--- src/rtl/timer_cmp_if.sv ---
// Bundle between the counter stage / register file and the compare-and-interrupt block.
// The master side drives count, compare value, enables and W1C strobes; the slave returns status.
interface timer_cmp_if #(
  parameter int CNT_W = 64
);
  logic [CNT_W-1:0] cnt;
  logic [CNT_W-1:0] cmp_val;
  logic             timer_en;
  logic             cnt_load;
  logic             int_en;
  logic             ovf_en;
  logic             int_clr;
  logic             ovf_clr;
  logic             int_st;
  logic             ovf_st;
  logic             tim_int;

  modport master (
    output cnt, cmp_val, timer_en, cnt_load, int_en, ovf_en, int_clr, ovf_clr,
    input  int_st, ovf_st, tim_int
  );

  modport slave (
    input  cnt, cmp_val, timer_en, cnt_load, int_en, ovf_en, int_clr, ovf_clr,
    output int_st, ovf_st, tim_int
  );
endinterface

--- src/rtl/timer_cmp_irq.sv ---
// Compare-match and overflow detection on the free-running timer count, with
// W1C status flags and a registered, enable-gated level interrupt.
module timer_cmp_irq #(
  parameter int CNT_W = 64
) (
  input  logic        sys_clk,
  input  logic        sys_rst_n,
  timer_cmp_if.slave  bus
);

  logic [CNT_W-1:0] cnt_q;
  logic             cnt_load_q;
  logic             match_q;
  logic             int_st_q;
  logic             ovf_st_q;
  logic             tim_int_q;

  logic             match_d;
  logic             match_evt_s;
  logic             ovf_evt_s;
  logic             int_st_d;
  logic             ovf_st_d;
  logic             tim_int_d;

  // Event detection and next-state for flags and interrupt line
  always_comb begin
    match_d     = bus.timer_en & (bus.cnt == bus.cmp_val);
    match_evt_s = match_d & ~match_q;
    // A wrap caused by a TDR load is not an overflow, hence the delayed load qualifier.
    ovf_evt_s   = bus.timer_en & (cnt_q == {CNT_W{1'b1}}) &
                  (bus.cnt == {CNT_W{1'b0}}) & ~cnt_load_q;

    if (match_evt_s) begin
      int_st_d = 1'b1;
    end else if (bus.int_clr) begin
      int_st_d = 1'b0;
    end else begin
      int_st_d = int_st_q;
    end

    if (ovf_evt_s) begin
      ovf_st_d = 1'b1;
    end else if (bus.ovf_clr) begin
      ovf_st_d = 1'b0;
    end else begin
      ovf_st_d = ovf_st_q;
    end

    tim_int_d = (int_st_q & bus.int_en) | (ovf_st_q & bus.ovf_en);
  end

  // State registers, cleared asynchronously
  always_ff @(posedge sys_clk or negedge sys_rst_n) begin
    if (!sys_rst_n) begin
      cnt_q      <= {CNT_W{1'b0}};
      cnt_load_q <= 1'b0;
      match_q    <= 1'b0;
      int_st_q   <= 1'b0;
      ovf_st_q   <= 1'b0;
      tim_int_q  <= 1'b0;
    end else begin
      cnt_q      <= bus.cnt;
      cnt_load_q <= bus.cnt_load;
      match_q    <= match_d;
      int_st_q   <= int_st_d;
      ovf_st_q   <= ovf_st_d;
      tim_int_q  <= tim_int_d;
    end
  end

  assign bus.int_st  = int_st_q;
  assign bus.ovf_st  = ovf_st_q;
  assign bus.tim_int = tim_int_q;

endmodule

--- src/flat_wrapper.sv ---
// flat-port wrapper written by rule: the top's interface ports become plain ports
module timer_cmp_irq_flat 
#(
  parameter int CNT_W = 64
)
  (sys_clk, sys_rst_n, bus_cnt, bus_cmp_val, bus_timer_en, bus_cnt_load, bus_int_en, bus_ovf_en, bus_int_clr, bus_ovf_clr, bus_int_st, bus_ovf_st, bus_tim_int);
  timer_cmp_if #(.CNT_W(CNT_W)) bus_i ();
  input  logic sys_clk;
  input  logic sys_rst_n;
  input wire logic [$bits(bus_i.cnt)-1:0] bus_cnt;
  input wire logic [$bits(bus_i.cmp_val)-1:0] bus_cmp_val;
  input wire logic [$bits(bus_i.timer_en)-1:0] bus_timer_en;
  input wire logic [$bits(bus_i.cnt_load)-1:0] bus_cnt_load;
  input wire logic [$bits(bus_i.int_en)-1:0] bus_int_en;
  input wire logic [$bits(bus_i.ovf_en)-1:0] bus_ovf_en;
  input wire logic [$bits(bus_i.int_clr)-1:0] bus_int_clr;
  input wire logic [$bits(bus_i.ovf_clr)-1:0] bus_ovf_clr;
  output wire logic [$bits(bus_i.int_st)-1:0] bus_int_st;
  output wire logic [$bits(bus_i.ovf_st)-1:0] bus_ovf_st;
  output wire logic [$bits(bus_i.tim_int)-1:0] bus_tim_int;
  assign bus_i.cnt = bus_cnt;
  assign bus_i.cmp_val = bus_cmp_val;
  assign bus_i.timer_en = bus_timer_en;
  assign bus_i.cnt_load = bus_cnt_load;
  assign bus_i.int_en = bus_int_en;
  assign bus_i.ovf_en = bus_ovf_en;
  assign bus_i.int_clr = bus_int_clr;
  assign bus_i.ovf_clr = bus_ovf_clr;
  assign bus_int_st = bus_i.int_st;
  assign bus_ovf_st = bus_i.ovf_st;
  assign bus_tim_int = bus_i.tim_int;
  timer_cmp_irq #(.CNT_W(CNT_W)) u_core (.sys_clk(sys_clk), .sys_rst_n(sys_rst_n), .bus(bus_i));
endmodule
--- config.mk ---
export PLATFORM = sky130hd
export DESIGN_NAME = timer_cmp_irq_flat
export DESIGN_NICKNAME = d
export VERILOG_FILES = /design/src/rtl/timer_cmp_if.sv /design/src/rtl/timer_cmp_irq.sv /design/src/flat_wrapper.sv
export SDC_FILE = /design/constraint.sdc
export NUM_CORES = 1
export LEC_CHECK = 0
export ABC_AREA = 1
export BUFFER_PORTS_ARGS = -buffer_cell sky130_fd_sc_hd__buf_2
export CAP_MARGIN = 20
export CORE_UTILIZATION = 50
export DETAILED_ROUTE_END_ITERATION = 12
export GPL_ROUTABILITY_DRIVEN = 0
export PLACE_DENSITY = 0.8
export SLEW_MARGIN = 5
export SYNTH_ARGS = -nofsm -noshare
export SYNTH_HDL_FRONTEND = slang
export SYNTH_SLANG_ARGS = --single-unit
--- constraint.sdc ---
create_clock -name sys_clk -period 3.3 [get_ports sys_clk]
set_clock_uncertainty 0.15 [all_clocks]
set_input_delay 0.495 -clock sys_clk [delete_from_list [all_inputs] [get_ports sys_clk]]
set_output_delay 0.495 -clock sys_clk [all_outputs]
set_load 0.03 [all_outputs]
## After elaboration in Yosys (flattened, before gate mapping)

Cells that the tools add are included.

| operators by class | value |
|---|---|
| equal/unequal tests | 2 |
| muxes and demuxes | 4 |
| bitwise operators | 10 |
| reduce and logical (&&, ||, !) cells | 3 |

Operators by type and width:

| cell | number |
|---|---|
| 64-bit equality test | 1 |
| 64-bit equality test (second input constant) | 1 |
| 64-bit logical NOT | 1 |
| 1-bit bitwise AND | 7 |
| 1-bit two-way mux | 4 |
| 2-bit nonzero test | 2 |
| 1-bit inverter | 2 |
| 1-bit bitwise OR | 1 |

| storage, ports and cells | value |
|---|---|
| flip-flop bits (word level) | 69 |
| input port bits | 136 |
| word-level logic and storage cells | 25 |

## Depth between registers and ports, before layout

Gate-level depths: netlist (run 1).

| logic depth | value |
|---|---|
| depth in word-level cells | 5 |
| depth in mapped cells | 10 |
| depth with buffers taken out | 10 |

## Worst setup path after synthesis (run 1)

Ideal clock, no wire load.

| path | value |
|---|---|
| path kind | input port to flip-flop |
| from | input port bus_cnt[32] |
| to | register u_core.int_st_q, in the netlist u_core.bus.int_st |
| arrival | 1.111 ns |
| path slack | 1.921 ns |
| cell stages on the path | 8 |
| buffers on the path | 0 |
| cell sequence | inv_1 > or2_2 > nand3_1 > nor2_1 > nand2_1 > nor2_1 > nand4_1 > nand2_1 |

| on the way | value |
|---|---|
| longest elaborated chain between the ends | 4 |
| elaborated cells between the ends (all ways) | 5 |
| those cells by class | 1 x eq/ne; 1 x mux; 2 x bitwise; 1 x reduce/logical |

Ends and longest elaborated chain:

| item | RTL line | source |
|---|---|---|
| start, declared | flat_wrapper.sv:10 | `input wire logic [$bits(bus_i.cnt)-1:0] bus_cnt;` |
| 64-bit equality test (*) | timer_cmp_irq.sv:27 | `match_d = bus.timer_en & (bus.cnt == bus.cmp_val);` |
| 1-bit bitwise AND (*) | timer_cmp_irq.sv:27 |  |
| 1-bit bitwise AND (*) | timer_cmp_irq.sv:28 | `match_evt_s = match_d & ~match_q;` |
| 1-bit two-way mux or 2-bit nonzero test (tied branches) | - |  |
| end signal, assigned | timer_cmp_irq.sv:65 | `int_st_q <= int_st_d;` |
| end, declared | timer_cmp_irq.sv:14 | `logic int_st_q;` |

Mark *: on every way between the ends. The rest lies on a longest branch, timed or not.
A chain may end at the register's enable or synchronous reset.

## Final worst setup path (run 1)

| path | value |
|---|---|
| from | register u_core.int_st_q, in the netlist u_core.bus.int_st |
| to | output port bus_int_st |

RTL lines:

| item | RTL line | source |
|---|---|---|
| end, declared | flat_wrapper.sv:18 | `output wire logic [$bits(bus_i.int_st)-1:0] bus_int_st;` |

No word-level cell between the ends.

==> results of run 1 <==
## where the power goes
group	internal, mW	switching (mW)
Sequential	0.886	0.0112
Clock	0.367	0.302
Combinational	0.130	0.210
Total	1.38	0.523
## through the flow
step                instance area, um2  power (mW)  instances
CTS                               4750        1.91        785
detailed placement                4560        1.24        769
global placement                  4560        1.24        769
global route                      4750        2.00        785
finish                            4750        1.91        785
floorplan                         3740        1.06        531
## kinds of logic (layout without fill, tap and decap cells)
kind of cell    Yosys count  count (layout)
compound gates            4               4
xor+xnor                 13              13
buf+inv                 108             263
flops                    69              69
simple gates            337             337
## registers in the layout (all words and copies together) (netlist names)
register,count
u_core.bus.tim_int,1
u_core.match_q,1
u_core.cnt_q,64
u_core.bus.ovf_st,1
u_core.cnt_load_q,1
u_core.bus.int_st,1
## final timing paths
check                                                   start  slack (ns)                             to  cells past startpoint
worst min-delay path                             bus_cnt_load        0.11    u_core.cnt_load_q$_DFF_PN0_                      1
max in group asynchronous                           sys_rst_n        2.27     u_core.cnt_q[16]$_DFF_PN0_                      2
worst min register to register       u_core.match_q$_DFF_PN0_        0.37  u_core.bus.int_st$_DFFE_PN0P_                      3
worst max-delay path            u_core.bus.int_st$_DFFE_PN0P_        1.68                     bus_int_st                      1
worst max register to register     u_core.cnt_q[41]$_DFF_PN0_        1.97  u_core.bus.ovf_st$_DFFE_PN0P_                      8
min in group asynchronous                           sys_rst_n        0.19     u_core.cnt_q[52]$_DFF_PN0_                      2
## layout make-up
class | instances | area share, %
timing repair buffer | 139 | 14.7
clock inverter | 4 | 1.00
tap | 99 | 2.61
multi-input combinational | 354 | 33.8
inverter | 108 | 8.53
sequential | 69 | 36.3
clock buffer | 12 | 3.05
## placed cells by master (no fill, tap or decap), drive strengths merged
cell      Yosys  layout
a22o          1       1
buf           0     139
bufinv        0       1
clkbuf        0      12
clkinv        0       2
clkinvlp      0       1
dfrtp        69      69
inv         108     108
nand2       192     192
nand3        12      12
nand3b        3       3
nand4        39      39
nor2         62      62
nor3         19      19
nor4          6       6
o21ai         3       3
or2           4       4
xnor2        11      11
xor2          2       2
## layer usage
metal	up-vias	GRT usage, %	routed length (um)	share of wire [%]
met1	1788	40.4	4480	40
li1	1935	-	-	-
met3	43	4.85	969	8.7
met4	0	15.4	418	3.8
met2	253	50.4	5220	47
met5	-	0	0	0
==> run metrics, run 1 <==
final net count 817; setup TNS 0 ns; Primary FF master, synth dfrtp_1; Yosys reg bits 69; minimum clock period 1.62 ns; count of different cell masters after synthesis 19; Critical Path AT 0.97 ns; WL/cell 14.1 um; GRT Total Usage 31.0%; hold crit path type in -> reg; hold_buf cts 0; pre-CTS WS 1.53 ns; Die Width 88.5 um; footprint of the multi-input gates 0.00161 mm2; initial core utilization 51.6%; Post-CTS Setup Bufs 0; Crit Path Class reg -> out; most frequent cell after synthesis nand2_1; GRT Residual Overflow 0; post_cts resized 0; Slew Viols, Final 0; Post-Synthesis Cells 531; Slew @ Worst Pin 0.834 ns; Routed WL 11100 um; Synth async-reset ratio 100%; Vias/cell 5.12; XOR/XNOR share of the synthesized area 3.04%; mux contribution to synthesized area 0%; DRC Markers 0; CTS root buffer clkbuf_8; largest family of logic cells by synthesized area simple AND/OR/NAND/NOR gates; yosys warns 0; Clock Path Buffers 2; Filler Cell Count 663; clock slew seen by the registers of the worst setup and hold paths 0.07 ns; Adder-Cell Fraction of Synth Area 0%; # port buffers 138; antenna-violating nets left 0; Post-Syn Area 0.00374 mm2; crit end category primary output; CP max FO 3; area growth from synthesis to layout 27.1%; Synth top area share 46.2%; Slowest Stage Delay on Critical Path 0.40 ns; Post-Route Utilization 65.6%; Slew HR 44.4%; pwr dens 401 mW/mm2; share of layout cells above drive strength 1 25.5%; outcome finished clean; Worst path top cell family by delay flip-flops; worst path cell trace buf_2; VDD IR max 189 uV; CP startpoint kind flop; DR vias 4019; Synth area leaders dfrtp_1 (46%), nand2_1 (19%), inv_1 (9.9%); Die ar. 0.00783 mm2; Pre-antenna DRT Iters 5; DR iter-0 viols 374; Fmax achieved 619 MHz; n_diodes 0; syn_area_per_cell 7.04 um2; clk_lat worst skew 0.35 ns; Die Y 88.5 um; FF/Latch Area 0.00173 mm2; CTS tree yes; post-synth top area cell dfrtp_1; initial antenna violation count 0; vias in the first global route 3824; first-pass GRT wire length 17800 um; H-tree depth 3; Pleak 2.73 nW; Synth Area in Compound Gates 0.636%; Crit path buffers/inverters 1; # clock sinks 69; max-cap violations 0; Fin. Hold Viols 0; unrepaired setup endpoints after global routing false; Ports 139; sequential-to-total area share from yosys stat 46.2%; largest net degree at the start of global routing 70; setup violators final 0; commonest cells in the synthesized netlist nand2_1 (188), inv_1 (99), dfrtp_1 (69); Post-synth EDFFs 0; Worst EP required 2.65 ns; final hold slack 0.109 ns; fin worst setup slack 1.68 ns; CTS Buf Count 9; Syn Nets 667; row count 31; Simple-Gate Fraction of Synth Area 39.3%; DP HPWL 9100 um; Final Cycle Share 49.0%; crit path max-delay cell type dfrtp_1; core area 0.00725 mm2
No activity file was read; power rests on OpenSTA's default activity.
==> run 2, diff against run 1 <==
==> constraint.sdc (replaced) <==
create_clock -name sys_clk -period 1.55 [get_ports sys_clk]
set_clock_uncertainty 0.15 [all_clocks]
set_input_delay 0.2325 -clock sys_clk [delete_from_list [all_inputs] [get_ports sys_clk]]
set_output_delay 0.2325 -clock sys_clk [all_outputs]
set_load 0.03 [all_outputs]
==> run metrics, run 2 (same netlist as run 1, synthesis figures left out) <==
outcome finished clean (unchanged); HP Start bus_cnt[47] (was bus_cnt_load); Slew @ Worst Pin 0.430 ns (was 0.834 ns); area growth from synthesis to layout 50.8% (was 27.1%); H-tree depth 3 (unchanged); crit end category flop (was primary output); setup violators final 0 (unchanged); core area 0.00725 mm2 (unchanged); clk_lat worst skew 0.34 ns (was 0.35 ns); Post-Route Utilization 77.7% (was 65.6%); DP HPWL 9150 um (was 9100 um); Worst setup endpoint u_core.bus.int_st$_DFFE_PN0P_ (was bus_int_st); Worst R2R Start u_core.bus.int_st$_DFFE_PN0P_ (was u_core.cnt_q[41]$_DFF_PN0_); Die Y 88.5 um (unchanged); initial core utilization 51.6% (unchanged); # clock sinks 69 (unchanged); Slowest Stage Delay on Critical Path 0.53 ns (was 0.40 ns); Die ar. 0.00783 mm2 (unchanged); share of layout cells above drive strength 1 26.4% (was 25.5%); Ports 139 (unchanged); Vias/cell 5.38 (was 5.12); Slew HR 71.1% (was 44.4%); Die Width 88.5 um (unchanged); pwr dens 723 mW/mm2 (was 401 mW/mm2); GRT Total Usage 34.0% (was 31.0%); setup TNS 0 ns (unchanged); flop2flop setup slack 0.08 ns (was 1.97 ns); row count 31 (unchanged); n_diodes 0 (unchanged); final net count 873 (was 817); Routed WL 13500 um (was 11100 um); max-cap violations 0 (unchanged); Final Cycle Share 98.8%; DRC Markers 0 (unchanged); pre-CTS WS 0.0290 ns (was 1.53 ns); Pleak 3.17 nW (was 2.73 nW); Worst EP required 1.68 ns (was 2.65 ns); Critical Path Start bus_cnt[31] (was u_core.bus.int_st$_DFFE_PN0P_); crit path max-delay cell type dlygate4sd3_1 (was dfrtp_1); DR vias 4527 (was 4019); largest net degree at the start of global routing 70 (unchanged); Largest register FFs 64 (unchanged); Critical Path AT 1.66 ns (was 0.97 ns); Pre-antenna DRT Iters 9 (was 5); reg-to-reg endpoint u_core.bus.tim_int$_DFF_PN0_ (was u_core.bus.ovf_st$_DFFE_PN0P_); Slew Viols, Final 0 (unchanged); Fin. Hold Viols 0 (unchanged); VDD IR max 532 uV (was 189 uV); CP startpoint kind input pin (was flop); clock slew seen by the registers of the worst setup and hold paths 0.07 ns (about the same); Most flops, register u_core.cnt_q (unchanged); CTS root buffer clkbuf_8 (unchanged); Post-CTS Setup Bufs 0 (unchanged); fin worst setup slack 0.0193 ns (was 1.68 ns); most frequent cells in the layout nand2_1 (170), buf_2 (111), inv_1 (97) (was nand2_1 (188), buf_2 (138), inv_1 (99)); worst path cell trace dlygate4sd3_1 > buf_2 > nand2_1 > nand2_1 > nor2_1 > nand2_1 > nor2_1 > nand2_1 > nor2_1 > nand4_1 > nand2_1 (was buf_2); CP max FO 3 (unchanged); CTS Buf Count 9 (unchanged); final hold slack 0.00273 ns (was 0.109 ns); hold crit path type in -> reg (unchanged); WL/cell 16.1 um (was 14.1 um); most common cell after layout, fill and taps aside nand2_1 (unchanged); # port buffers 138 (unchanged); Crit Path Class in -> reg (was reg -> out); vias in the first global route 4309 (was 3824); initial antenna violation count 0 (unchanged); antenna-violating nets left 0 (unchanged); GRT Residual Overflow 0 (unchanged); total power 4.08 mW (was 1.91 mW); minimum clock period 1.53 ns; Fmax achieved 653 MHz; DR iter-0 viols 504 (was 374); CTS tree yes (unchanged); most used cell, CP nand2_1; reg2reg path depth 2 (was 8); Clock Path Buffers 2 (unchanged); first-pass GRT wire length 19600 um (was 17800 um)
-- run 2: changes by cell type in the layout (fill, tap and decap cells not counted), sizes merged --
| cell | delta |
|---|---|
| clkinvlp | -1 |
| buf | -14 |
| clkbuf | +2 |
| dlygate4sd3 | +50 |
| dlymetal6s4s | +20 |
| bufinv | -1 |
-- run 2: area by class of cell --
type / count / area (um2)
clock inverter: 2 / 10.0
inverter: 108 / 405
fill: 511 / 1610
clock buffer: 14 / 143
tap: 99 / 124
sequential: 69 / 1730
timing repair buffer: 195 / 1470
multi-input combinational: 354 / 1760
-- run 2: how the worst min path moves through the flow --
stage	end	slack, ns	cells past startpoint
4_1_cts	u_core.bus.ovf_st$_DFFE_PN0P_	0.006	4
3_3_place_gp	u_core.cnt_q[42]$_DFF_PN0_	0.12	2
3_5_place_dp	u_core.cnt_q[44]$_DFF_PN0_	0.13	2
5_1_grt	u_core.cnt_q[47]$_DFF_PN0_	0.005	1
6_report	u_core.cnt_q[47]$_DFF_PN0_	0.003	1
2_1_floorplan	u_core.bus.int_st$_DFFE_PN0P_	-0.21	0
-- run 2: metal layers --
metal | up-vias | global-route usage [%] | share of wire [%]
met5 | - | 0 | 0
met1 | 2065 | 40.9 | 37
li1 | 2049 | - | -
met2 | 339 | 57.6 | 49
met3 | 74 | 7.84 | 10
met4 | 0 | 16.3 | 4.4
-- run 2: repair_timing --
action	in CTS	in global routing
hold endpoints to repair	136	1
resized for setup	0	84
hold buffers	69	1
setup endpoints to repair	0	3
-- run 2: through the flow --
step                      instances  area [um2]
final                           841        5640
after global routing            841        5640
after CTS                       854        5420
after detailed placement        769        4570
after global placement          769        4570
after floorplan                 531        3740
-- run 2: power breakdown --
part	leakage [nW]	switching [mW]	internal, mW
Clock	0.0784	0.639	0.579
Sequential	0.813	0.0256	1.89
Combinational	2.28	0.526	0.423
-- run 2: worst max-delay path, delay by kind of cell --
family / cells / cell delay, ns
simple gates: 9 / 0.77
buf+inv: 2 / 0.67
==> run 3, diff against run 2 <==
--- a/config.mk
+++ b/config.mk
@@ -6,12 +6,13 @@
 export NUM_CORES = 1
 export LEC_CHECK = 0
 export ABC_AREA = 1
-export BUFFER_PORTS_ARGS = -buffer_cell sky130_fd_sc_hd__buf_2
+export BUFFER_PORTS_ARGS = -buffer_cell sky130_fd_sc_hd__clkbuf_2
 export CAP_MARGIN = 20
 export CORE_UTILIZATION = 50
 export DETAILED_ROUTE_END_ITERATION = 12
 export GPL_ROUTABILITY_DRIVEN = 0
 export PLACE_DENSITY = 0.8
+export RECOVER_POWER = 50
 export SLEW_MARGIN = 5
 export SYNTH_ARGS = -nofsm -noshare
 export SYNTH_HDL_FRONTEND = slang
==> run metrics, run 3 (same netlist as run 1, synthesis figures left out) <==
Largest register FFs 64 (unchanged); worst path cell trace dlygate4sd3_1 > inv_1 > nand2_1 > nand4_1 > nor2_1 > nand2_1 > nor2_1 > nand4_1 > nand2_1 (was dlygate4sd3_1 > buf_2 > nand2_1 > nand2_1 > nor2_1 > nand2_1 > nor2_1 > nand2_1 > nor2_1 > nand4_1 > nand2_1); # port buffers 138 (unchanged); vias in the first global route 4327 (was 4309); largest net degree at the start of global routing 70 (unchanged); Filler Cell Count 596 (was 511); Fmax achieved 655 MHz (was 653 MHz); n_diodes 0 (unchanged); row count 31 (unchanged); pre-CTS WS 0.0556 ns (was 0.0290 ns); Slowest Stage Delay on Critical Path 0.64 ns (was 0.53 ns); most used cell, CP nand2_1 (unchanged); DR vias 4398 (was 4527); final hold slack 0.0374 ns (was 0.00273 ns); share of layout cells above drive strength 1 16.9% (was 26.4%); area growth from synthesis to layout 43.8% (was 50.8%); antenna-violating nets left 0 (unchanged); pwr dens 741 mW/mm2 (was 723 mW/mm2); Slew HR 43.6% (was 71.1%); Crit Path Class in -> reg (unchanged); max-cap violations 0 (unchanged); CP max FO 4 (was 3); GRT Total Usage 34.4% (was 34.0%); crit end category flop (unchanged); Fin. Hold Viols 0 (unchanged); initial antenna violation count 0 (unchanged); CP startpoint kind input pin (unchanged); CTS root buffer clkbuf_8 (unchanged); Vias/cell 5.21 (was 5.38); Ports 139 (unchanged); # clock sinks 69 (unchanged); Slew @ Worst Pin 0.847 ns (was 0.430 ns); CTS Buf Count 9 (unchanged); Cell Count, Final, Fillers Out 844 (was 841); top layer in use met4 (unchanged); CTS tree yes (unchanged); most frequent cells in the layout nand2_1 (179), inv_1 (98), clkbuf_2 (73) (was nand2_1 (170), buf_2 (111), inv_1 (97)); initial core utilization 51.6% (unchanged); Most flops, register u_core.cnt_q (unchanged); DP HPWL 9050 um (was 9150 um); Routed WL 13000 um (was 13500 um); Final Cycle Share 98.5% (was 98.8%); setup violators final 0 (unchanged); outcome finished clean (unchanged); Die ar. 0.00783 mm2 (unchanged); Worst path top cell family by delay simple AND/OR/NAND/NOR gates (unchanged); Pre-antenna DRT Iters 6 (was 9); core area 0.00725 mm2 (unchanged); minimum clock period 1.53 ns (about the same); GRT Residual Overflow 0 (unchanged); Met2 Wirelength 6390 um (was 6640 um); Die Width 88.5 um (unchanged); met3 wire len 1140 um (was 1350 um); hold crit path type in -> reg (unchanged); Worst EP required 1.69 ns (was 1.68 ns); Crit path buffers/inverters 2 (unchanged); Placed Cells incl. Taps 769 (unchanged); Slew Viols, Final 0 (unchanged); first-pass GRT wire length 19700 um (was 19600 um); VDD IR max 473 uV (was 532 uV); DRT met1 WL 4930 um (was 4940 um); Pleak 2.89 nW (was 3.17 nW); final net count 876 (was 873); Die Y 88.5 um (unchanged); DR iter-0 viols 405 (was 504); Critical Path AT 1.66 ns (about the same); fin worst setup slack 0.0238 ns (was 0.0193 ns); WL/cell 15.4 um (was 16.1 um); Clock Path Buffers 2 (unchanged); total power 3.99 mW (was 4.08 mW); clk_lat worst skew 0.35 ns (was 0.34 ns); crit path max-delay cell type dlygate4sd3_1 (unchanged); H-tree depth 3 (unchanged); most common cell after layout, fill and taps aside nand2_1 (unchanged); DRC Markers 0 (unchanged); clock slew seen by the registers of the worst setup and hold paths 0.07 ns (about the same)
run 3: tightest hold or removal path: stages:
cell and delay [ns]:
clkbuf_2 0.08, inv_1 0.03, nand2_1 0.10, nand2_1 0.06
run 3: final cells by class:
cell class / count / area [um2] / area share [%]
sequential: 69 / 1730 / 32.1
clock inverter: 2 / 10.0 / 0.186
multi-input combinational: 354 / 1660 / 30.9
timing repair buffer: 198 / 1310 / 24.3
tap: 99 / 124 / 2.30
clock buffer: 14 / 143 / 2.65
inverter: 108 / 405 / 7.54
run 3: power by group:
part	switching, mW	internal [mW]	leakage [nW]
sequential	0.0250	1.89	0.813
combinational	0.495	0.369	1.99
clock	0.635	0.579	0.0784
total	1.15	2.83	2.89
run 3: final timing paths:
kind | start | slack, ns | cells past startpoint | end
worst max-delay path | bus_cnt[45] | 0.02 | 9 | u_core.bus.int_st$_DFFE_PN0P_
worst min-delay path | bus_ovf_clr | 0.04 | 4 | u_core.bus.ovf_st$_DFFE_PN0P_
worst max register to register | u_core.bus.int_st$_DFFE_PN0P_ | 0.08 | 2 | u_core.bus.tim_int$_DFF_PN0_
worst min register to register | u_core.bus.int_st$_DFFE_PN0P_ | 0.40 | 2 | u_core.bus.int_st$_DFFE_PN0P_
max in group asynchronous | sys_rst_n | 0.22 | 3 | u_core.cnt_q[38]$_DFF_PN0_
min in group asynchronous | sys_rst_n | 0.46 | 3 | u_core.cnt_q[42]$_DFF_PN0_
run 3: per-stage QoR:
step / cell area, um2 / utilization, % / setup TNS, ns
floorplan: 3740 / - / 0
global placement: 4570 / 63.1 / 0
detailed placement: 4570 / 63.1 / 0
CTS: 5420 / 74.7 / 0
global route: 5380 / 74.2 / -0.00188
finish: 5380 / 74.2 / 0
run 3: layer usage:
| layer | vias up | GRT usage (%) |
|---|---|---|
| li1 | 2044 | - |
| met1 | 1993 | 40.0 |
| met2 | 297 | 59.7 |
| met3 | 64 | 8.86 |
| met4 | 0 | 15.5 |
| met5 | - | 0 |
run 3: repair_timing:
| item | CTS | global route |
|---|---|---|
| hold buffers | 69 | 3 |
| resized for setup | 0 | 37 |
| endpoints found under the hold margin | 136 | 3 |
| endpoints found under the setup margin | 0 | 3 |
| buffers inserted | 0 | 1 |
